==> src/rtl/serial_adder_ctrl.sv <==
// Bit-serial WIDTH-bit adder controller sharing one Full_Adder slice, LSB first.
// Optional signed-overflow output enabled by defining SERIAL_ADDER_OVF_EN.
module serial_adder_ctrl #(
    parameter int WIDTH = 8,
    parameter int CNT_W = $clog2(WIDTH) + 1
) (
    input  logic             clk,
    input  logic             rst_n,
    input  logic             start,
    input  logic [WIDTH-1:0] a,
    input  logic [WIDTH-1:0] b,
    input  logic             c_in,
    output logic             busy,
    output logic             done,
    output logic [WIDTH-1:0] sum,
`ifdef SERIAL_ADDER_OVF_EN
    output logic             c_out,
    output logic             ovf
`else
    output logic             c_out
`endif
);

    typedef enum logic [1:0] {
        S_IDLE = 2'd0,
        S_RUN  = 2'd1,
        S_DONE = 2'd2
    } state_t;

    localparam logic [CNT_W-1:0] LAST = CNT_W'(WIDTH - 1);

    state_t           state_q, state_d;
    logic [WIDTH-1:0] op_a_q, op_a_d;
    logic [WIDTH-1:0] op_b_q, op_b_d;
    logic [WIDTH-1:0] res_q, res_d;
    logic [WIDTH-1:0] sum_q, sum_d;
    logic             carry_q, carry_d;
    logic             cout_q, cout_d;
    logic [CNT_W-1:0] cnt_q, cnt_d;
`ifdef SERIAL_ADDER_OVF_EN
    logic             ovf_q, ovf_d;
`endif

    logic fa_sum;
    logic fa_cout;

    Full_Adder u_fa (
        .sum   (fa_sum),
        .c_out (fa_cout),
        .a     (op_a_q[0]),
        .b     (op_b_q[0]),
        .c_in  (carry_q)
    );

    always_comb begin
        state_d = state_q;
        op_a_d  = op_a_q;
        op_b_d  = op_b_q;
        res_d   = res_q;
        sum_d   = sum_q;
        carry_d = carry_q;
        cout_d  = cout_q;
        cnt_d   = cnt_q;
`ifdef SERIAL_ADDER_OVF_EN
        ovf_d   = ovf_q;
`endif
        case (state_q)
            S_IDLE, S_DONE: begin
                if (start) begin
                    op_a_d  = a;
                    op_b_d  = b;
                    carry_d = c_in;
                    cnt_d   = '0;
                    state_d = S_RUN;
                end else begin
                    state_d = S_IDLE;
                end
            end
            S_RUN: begin
                op_a_d  = {1'b0, op_a_q[WIDTH-1:1]};
                op_b_d  = {1'b0, op_b_q[WIDTH-1:1]};
                res_d   = {fa_sum, res_q[WIDTH-1:1]};
                carry_d = fa_cout;
                cnt_d   = cnt_q + CNT_W'(1);
                if (cnt_q == LAST) begin
                    sum_d   = res_d;
                    cout_d  = fa_cout;
`ifdef SERIAL_ADDER_OVF_EN
                    // carry_q is the carry into the MSB on this final edge
                    ovf_d   = carry_q ^ fa_cout;
`endif
                    state_d = S_DONE;
                end
            end
            default: state_d = S_IDLE;
        endcase
    end

    always_ff @(posedge clk) begin
        if (!rst_n) begin
            state_q <= S_IDLE;
            op_a_q  <= '0;
            op_b_q  <= '0;
            res_q   <= '0;
            sum_q   <= '0;
            carry_q <= 1'b0;
            cout_q  <= 1'b0;
            cnt_q   <= '0;
`ifdef SERIAL_ADDER_OVF_EN
            ovf_q   <= 1'b0;
`endif
        end else begin
            state_q <= state_d;
            op_a_q  <= op_a_d;
            op_b_q  <= op_b_d;
            res_q   <= res_d;
            sum_q   <= sum_d;
            carry_q <= carry_d;
            cout_q  <= cout_d;
            cnt_q   <= cnt_d;
`ifdef SERIAL_ADDER_OVF_EN
            ovf_q   <= ovf_d;
`endif
        end
    end

    assign busy  = (state_q == S_RUN);
    assign done  = (state_q == S_DONE);
    assign sum   = sum_q;
    assign c_out = cout_q;
`ifdef SERIAL_ADDER_OVF_EN
    assign ovf   = ovf_q;
`endif

endmodule

// Single-bit full adder slice.
module Full_Adder (
    output logic sum,
    output logic c_out,
    input  logic a,
    input  logic b,
    input  logic c_in
);
    assign sum   = a ^ b ^ c_in;
    assign c_out = (a & b) | (a & c_in) | (b & c_in);
endmodule

==> config.mk <==
export PLATFORM = sky130hd
export DESIGN_NAME = serial_adder_ctrl
export DESIGN_NICKNAME = d
export VERILOG_FILES = /design/src/rtl/serial_adder_ctrl.sv
export SDC_FILE = /design/constraint.sdc
export NUM_CORES = 1
export LEC_CHECK = 0
export ABC_AREA = 1
export CAP_MARGIN = 15
export CELL_PAD_IN_SITES_DETAIL_PLACEMENT = 1
export CELL_PAD_IN_SITES_GLOBAL_PLACEMENT = 1
export CORE_UTILIZATION = 40
export DETAILED_ROUTE_END_ITERATION = 12
export PLACE_DENSITY = 0.81
export SLEW_MARGIN = 30
export SYNTH_ARGS = -nofsm -noshare
export SYNTH_HDL_FRONTEND = slang
export SYNTH_SLANG_ARGS = --single-unit
==> constraint.sdc <==
create_clock -name clk -period 1.8 [get_ports clk]
set_input_delay 0.18 -clock clk [delete_from_list [all_inputs] [get_ports clk]]
set_output_delay 0.18 -clock clk [all_outputs]
set_load 0.02 [all_outputs]
# After elaboration in Yosys (flattened, before gate mapping)

Index checks and enable logic that the tools add are counted.

Flip-flop bits (word level): 40
Word-level logic and storage cells: 37
RAM bits: 0
Output and inout bits: 11
Bits of input ports: 20
Memories kept: 0
ROM bits: 0
Bits in latches: 0

Bitwise logic cells: 7
Shifts and indexed selects: 0
$mul: 0
Multiplexer cells: 11
Eq/ne operators: 5
Magnitude comparators: 0
Reductions and logical operators: 5
Add/subtract/negate cells: 1
Divide/modulo/power cells: 0

Operator list:

| kind                                                | count |
|---|---|
| case mux 8 bit (2 select lines)                     | 2 |
| 2-to-1 mux 8 bit                                    | 2 |
| case mux 4 bit (2 select lines)                     | 1 |
| adder 4 x 1 -> 4 bit, second input constant         | 1 |
| equality test 4 x 3 -> 1 bit, second input constant | 1 |
| 2-to-1 mux 4 bit                                    | 1 |
| case mux 2 bit (2 select lines)                     | 1 |
| AND reduction 2 bit                                 | 2 |
| AND 1 bit                                           | 3 |
| equality test 2 x 1 -> 1 bit, second input constant | 1 |
| equality test 2 bit, second input constant          | 1 |
| logical NOT 2 bit                                   | 1 |
| 2-to-1 mux 1 bit                                    | 2 |
| 2-to-1 mux 2 bit                                    | 1 |
| != test 2 x 1 -> 1 bit, second input constant       | 1 |
| != test 2 bit, second input constant                | 1 |
| bitwise OR 1 bit                                    | 2 |
| case mux 1 bit (2 select lines)                     | 1 |
| nonzero test 2 bit                                  | 1 |
| OR reduction 2 bit                                  | 1 |
| bitwise XOR 1 bit                                   | 2 |

# Longest topological paths before layout

Gate-level depths: netlist (run 1).

Depth in word-level cells: 4
Gate-level depth with buffers: 7
Depth with buffers taken out: 6

# By module

Synthesis (run 1) repeated with hierarchy kept, for this count alone.

Cell total of the unflattened synthesis: 241
Area, all modules: 1,767.9 um^2

Modules (own cells, without submodules):

| module            | times used | area an instance (um^2) | cells an instance | seq. area each (um^2) |
|---|---|---|---|---|
| serial_adder_ctrl | 1          | 1,747.9                 | 240               | 780.7 |
| Full_Adder        | 1          | 20.0                    | 1                 | 0.0 |

# Least setup slack after synthesis (run 1)

Ideal clock, no wire load.

Path kind: register to register
Start point: register carry_q
End point: register res_q[7]
Data arrival time: 0.984 ns
Library setup time: 0.116 ns
Data required time: 1.684 ns
Buffers on the path: 0
Cell stages (with the launch flop): 4
Setup slack: 0.701 ns
Cell sequence: dfxtp_1 > fa_1 > o21ai_0 > nor2_1

Word-level cells in the longest chain between the ends: 1

RTL lines:

| item                   | line | text |
|---|---|---|
| start, declared        | 37   | `logic carry_q, carry_d;` |
| start signal, assigned | 118  | `carry_q <= carry_d;` |
| bitwise XOR 1 bit      | 145  | `assign sum = a ^ b ^ c_in;` |
| named net fa_sum       | 44   | `logic fa_sum;` |
| end signal, assigned   | 116  | `res_q <= res_d;` |
| end, declared          | 35   | `logic [WIDTH-1:0] res_q, res_d;` |

The timed path passes the listed nets, and every way through them passes these cells.
A chain may end at the register's enable or synchronous reset.

# Final worst setup path (run 1)

Start point: register state_q[0]
End point: output port done

Word-level cells in the longest chain between the ends: 1

RTL lines:

| item                   | line | text |
|---|---|---|
| start, declared        | 32   | `state_t state_q, state_d;` |
| start signal, assigned | 113  | `state_q <= state_d;` |
| equality test 2 bit    | 128  | `assign done = (state_q == S_DONE);` |
| end, declared          | 14   | `output logic done,` |

Every way passes these cells.

==> results of run 1 <==
[per-stage QoR]
| stage | hold slack (ns) | setup slack, ns | instance area (um^2) |
|---|---|---|---|
| after detailed placement | 0.461 | 0.330 | 2100 |
| after global placement | 0.445 | 0.357 | 2100 |
| after global routing | 0.450 | 0.0193 | 2190 |
| final | 0.447 | 0.0576 | 2190 |
| after CTS | 0.444 | 0.00809 | 2190 |
| after floorplan | 0.327 | 0.701 | 1770 |
[flip-flops by register name, indices dropped and copies added, names as in the netlist]
name / count
c_out: 1
carry_q: 1
cnt_q: 4
op_a_q: 8
op_b_q: 8
res_q: 7
state_q: 2
sum: 8
[power groups by stage]
stage / Combinational, mW / Sequential, mW / Clock, mW
after floorplan: 0.177 / 0.947 / 0
after global placement: 0.246 / 0.956 / 0
after detailed placement: 0.254 / 0.957 / 0
after CTS: 0.256 / 0.938 / 0.611
after global routing: 0.287 / 0.944 / 0.639
final: 0.253 / 0.938 / 0.597
[cells in the mapped netlist]
master / n / area share
ha_1: 1 / 0.0071
nor2_1: 24 / 0.051
buf_4: 4 / 0.017
nand3_1: 69 / 0.20
nor2_8: 1 / 0.011
o21ai_0: 9 / 0.025
buf_6: 3 / 0.019
nand2_2: 3 / 0.011
clkbuf_1: 4 / 0.0085
inv_4: 1 / 0.0035
a21oi_1: 22 / 0.062
inv_1: 20 / 0.042
dfxtp_1: 39 / 0.44
buf_2: 6 / 0.017
fa_1: 1 / 0.011
inv_2: 1 / 0.0021
nor2_4: 1 / 0.0064
nand2_1: 32 / 0.068
[kinds of logic (layout without fill, tap and decap cells)]
| family | after synthesis | count (layout) |
|---|---|---|
| AOI/OAI and AO/OA | 31 | 31 |
| adders and majority gates | 2 | 2 |
| and+or+nand+nor | 130 | 130 |
| buffers and inverters | 39 | 70 |
| DFF | 39 | 39 |
[routing by layer]
layer / wire length [um] / up-vias / global-route usage
met3: 117 / 5 / 0.0400
met2: 2170 / 25 / 0.353
met1: 2170 / 800 / 0.276
met5: 0 / - / 0
met4: 58 / 0 / 0.0859
li1: - / 851 / -
[worst max-delay path by stage]
stage / from / to / slack [ns]
2_1_floorplan: carry_q / res_q[7] / 0.70
3_3_place_gp: state_q[0] / done / 0.36
3_5_place_dp: state_q[0] / busy / 0.33
4_1_cts: state_q[0] / busy / 0.008
5_1_grt: state_q[0] / done / 0.02
6_report: state_q[0] / done / 0.06
[what timing repair did]
item / in CTS / in global routing
setup buffers: 0 / 0
setup endpoints to repair: 0 / 2
resized for setup: 0 / 1
[final cells by class]
cell class	count	area (um^2)	area share
inverters	22	85.1	0.0389
clock inverters	3	20.0	0.00915
well taps	50	62.6	0.0286
repair buffers	40	375	0.172
flip-flops and latches	39	782	0.358
clock buffers	5	68.8	0.0315
multi-input cells	163	793	0.363
[critical path, cell delays in order, from the launching register on]
cell and delay, ns:
dfxtp_2 0.36, buf_4 0.17, nor2_1 0.12, clkdlybuf4s50_1 0.62
==> metrics, run 1 <==
complex-gate fraction of the synthesized area 0.0878; most common cell after layout, fill and taps aside nand3_1; Rows 23; initial antenna violation count 0; XOR/XNOR Fraction of Synth Area 0; Power Internal 1.29 mW; worst r2r dst sum[5]; Net count, final 293; CTS tree yes; crit path capture type output port; n_diodes 0; Post-Synth Simple-Gate Area 0.343; fin cells 322; # DRC 0; Tightest Pin Transition 0.418 ns; pwr/cell area 818 nW/um^2; status finished clean; Comb power frac 0.142; min-delay src a[7]; syn avg cell area 7.34 um^2; Min Clock Period, post-route 1.74 ns; largest net degree at the start of global routing 22; H-tree Lvls 2; Flop pwr share 0.525; Placer Congestion 0.739; Cells after Synth 241; vias in the first global route 1605; first-pass GRT wire length 7320 um; sw frac 0.280; die area 4690 um^2; DR vias 1681; Clock Sink Count 39; max_cap viols 0; CTS buffer count 5; CP Launch Type flip-flop; dpl hpwl 3200 um; largest family of logic cells by synthesized area simple AND/OR/NAND/NOR gates; Final Cycle Share 0.968; root buffer cell clkbuf_8; setup TNS 0 ns; top-level I/O count 31; Synth Area in Adders 0.0184; Tot Pwr 1.79 mW; setup violators final 0; DR vias/cell 5.22; Max Root-Sink Buffers 2; hold buffer count at CTS 0; synth unique cells 18; data arrival time of the critical path 1.56 ns; Fillers 522; #FFs+latches synth 39; area of the core 4120 um^2; Worst-path clk slew 0.08 ns; 1st-iter DRT viols 69; sw power 0.501 mW; count of antenna-violating nets left after detailed routing 0; Total Routing Usage GR 0.215; Reg2Reg Depth 7; hold path depth 3; WL/cell 14.0 um; Clock Power Share 0.334; post-synthesis sequential area ratio 0.442; final hold vios 0; r2r setup slk 0.46 ns; placed cell count 314; Clock Skew 0.00795 ns; mux cell area share after synthesis 0; Hold Path Class input pin to flip-flop; gr ovfl total 0; WHS Endpoint op_a_q[7]; share of layout cells above drive strength 1 0.0956; die width 68.5 um; PortBufs 30; Post-Syn Area 1770 um^2; Max IR drop VDD 0.317 mV; Ys Warns 0; fin util 0.531; kind of critical path flip-flop to output port; most frequent cells in the layout nand3_1, dfxtp_1, nand2_1; Worst Path Required 1.62 ns; Final Max Tran Viols 0; initial core utilization 0.430; RSZ-0062 raised after global routing no; first drt pass iteration count 4; height of the die 68.5 um; Total Wirelength 4510 um; Layout area overhead 23.7%; leakage 0.927 nW; f_max 574 MHz; later-pin clock latency in the skew report 0.29 ns; Slew HR 0.720; Critical R2R Launch state_q[1]; worst-path fanout max 9; Synth Net Count 263
No activity file was read; power rests on OpenSTA's default activity.
==> run 2: changes to the inputs <==
Settings changed: GPL_ROUTABILITY_DRIVEN from default to 1, REMOVE_ABC_BUFFERS from default to 1, SLEW_MARGIN 30 to 10.
==> run 2 against run 1 <==
Core utilization rose by 1.0 points. First-iteration DRC count rose by 20%. Largest cell class unchanged. Final area rose by 1.9%. Wire length fell by 7.5%. Final cell count did not move. Worst hold slack improved by 0.0060 ns. Die area did not move. Sequential cell count did not move. Sequential share of layout area fell by 0.74 points. Clock power rose by 44%. Setup slack improved by 0.0097 ns. Critical path depth did not move.
==> metrics, run 2 (synthesis gave the netlist of run 1 again) <==
Crit. path cell count 3; Net count, final 293; fin util 0.542; RSZ-0062 raised after global routing no; Final Max Tran Viols 0; postcts setup bufs 0; first-pass GRT wire length 7100 um; root buffer cell clkbuf_8; Slowest cell on crit path clkdlybuf4s50_1; n_diodes 0; CP delay by family, top buffers and inverters; setup violators final 0; Design Area, Final 2230 um^2; Power Internal 1.57 mW; max_cap viols 0; worst-path fanout max 9; top-level I/O count 31; 1st-iter DRT viols 83; DR vias 1636; CP Buf/Inv Count 2; final hold vios 0; Layout area overhead 26.1%; f_max 577 MHz; Rows 23; status finished clean; # DRC 0; Area after DPL 2100 um^2; Max Root-Sink Buffers 2; area of the core 4120 um^2; crit path capture type output port; WL/cell 13.0 um; CTS buffer count 5; hold path depth 3; Slew HR 0.550; Place WS 0.350 ns; most common cell after layout, fill and taps aside nand3_1; Worst Path Required 1.62 ns; kind of critical path flip-flop to output port; critical-path cell list inv_2 > nor2_1 > clkdlybuf4s50_1; worst setup margin 0.0673 ns; Hold Path Class input pin to flip-flop; count of antenna-violating nets left after detailed routing 0; Worst-path clk slew 0.07 ns; die width 68.5 um; Max IR drop VDD 0.458 mV; Placer Congestion 0.717; DR vias/cell 5.08; Flop pwr share 0.458; CTS tree yes; Tightest Pin Transition 0.674 ns; hold buffer count at CTS 0; H-tree Lvls 2; largest net degree at the start of global routing 28; Total Wirelength 4170 um; sw frac 0.232; Reg2Reg Depth 5; initial antenna violation count 0; Min Clock Period, post-route 1.73 ns; CP Launch Type flip-flop; most frequent cells in the layout nand3_1, dfxtp_1, nand2_1; data arrival time of the critical path 1.55 ns; Clock Skew 0.00559 ns; initial core utilization 0.430; sw power 0.476 mW; Clock Power Share 0.419; height of the die 68.5 um; later-pin clock latency in the skew report 0.29 ns; post-cts resize count 0; Worst path max stage delay 0.62 ns; Total Routing Usage GR 0.205; Clock Sink Count 39; Final Cycle Share 0.963; die area 4690 um^2; setup TNS 0 ns; gr ovfl total 0; pwr/cell area 919 nW/um^2; first drt pass iteration count 4; PortBufs 30; vias in the first global route 1516; share of layout cells above drive strength 1 0.0882; leakage 0.952 nW; dpl hpwl 2940 um; Comb power frac 0.123
==> run 2: cell count changes in the layout (fill, tap and decap cells not counted) <==
cell / change
clkinvlp_4: -2
clkbuf_1: +1
dfxtp_1: +1
dfxtp_2: -1
bufinv_16: +2
clkinv_2: -1
==> run 2: per-layer routing <==
| metal | wire length, um | GRT usage |
|---|---|---|
| met5 | 0 | 0 |
| met4 | 34 | 0.0469 |
| met3 | 147 | 0.0500 |
| met2 | 2130 | 0.349 |
| met1 | 1870 | 0.258 |
==> run 2: power by group through the flow <==
| stage | registers [mW] | logic [mW] | clock network (mW) |
|---|---|---|---|
| 6_report | 0.938 | 0.253 | 0.857 |
| 5_1_grt | 0.945 | 0.286 | 0.927 |
| 4_1_cts | 0.938 | 0.258 | 0.877 |
| 3_5_place_dp | 0.957 | 0.255 | 0 |
| 3_3_place_gp | 0.956 | 0.246 | 0 |
| 2_1_floorplan | 0.954 | 0.130 | 0 |
==> run 2: path summary, 6_finish.rpt <==
kind	from	end	slack, ns
worst min register to register	res_q[1]	res_q[1]	0.46
worst min-delay path	a[7]	op_a_q[7]	0.45
worst max-delay path	state_q[1]	done	0.07
worst max register to register	state_q[0]	op_b_q[2]	0.38
==> run 2: metrics by stage <==
| step | std cells | total power, mW | hold WS, ns |
|---|---|---|---|
| 3_5_place_dp | 314 | 1.21 | 0.447 |
| 2_1_floorplan | 224 | 1.08 | 0.301 |
| 3_3_place_gp | 314 | 1.20 | 0.446 |
| 5_1_grt | 322 | 2.16 | 0.488 |
| 4_1_cts | 322 | 2.07 | 0.447 |
| 6_report | 322 | 2.05 | 0.453 |
==> run 2: layout make-up <==
| type | count | area [um^2] |
|---|---|---|
| Timing Repair Buffer | 40 | 375 |
| Clock inverter | 2 | 60.1 |
| Inverter | 22 | 85.1 |
| Tap cell | 50 | 62.6 |
| Multi-Input combinational cell | 163 | 793 |
| Fill cell | 528 | 1890 |
| Sequential cell | 39 | 781 |
| Clock buffer | 6 | 72.6 |
==> run 2: tightest hold or removal path: cells and delay by family <==
family | cells | cell delay (ns)
simple gates | 1 | 0.06
buf+inv | 1 | 0.40
compound gates | 1 | 0.05
==> run 3: changes to the inputs <==
Settings changed: SKIP_LAST_GASP from default to 1.
==> results of run 3 <==
The final DEF is identical to that of run 2; final timing and power are the same.
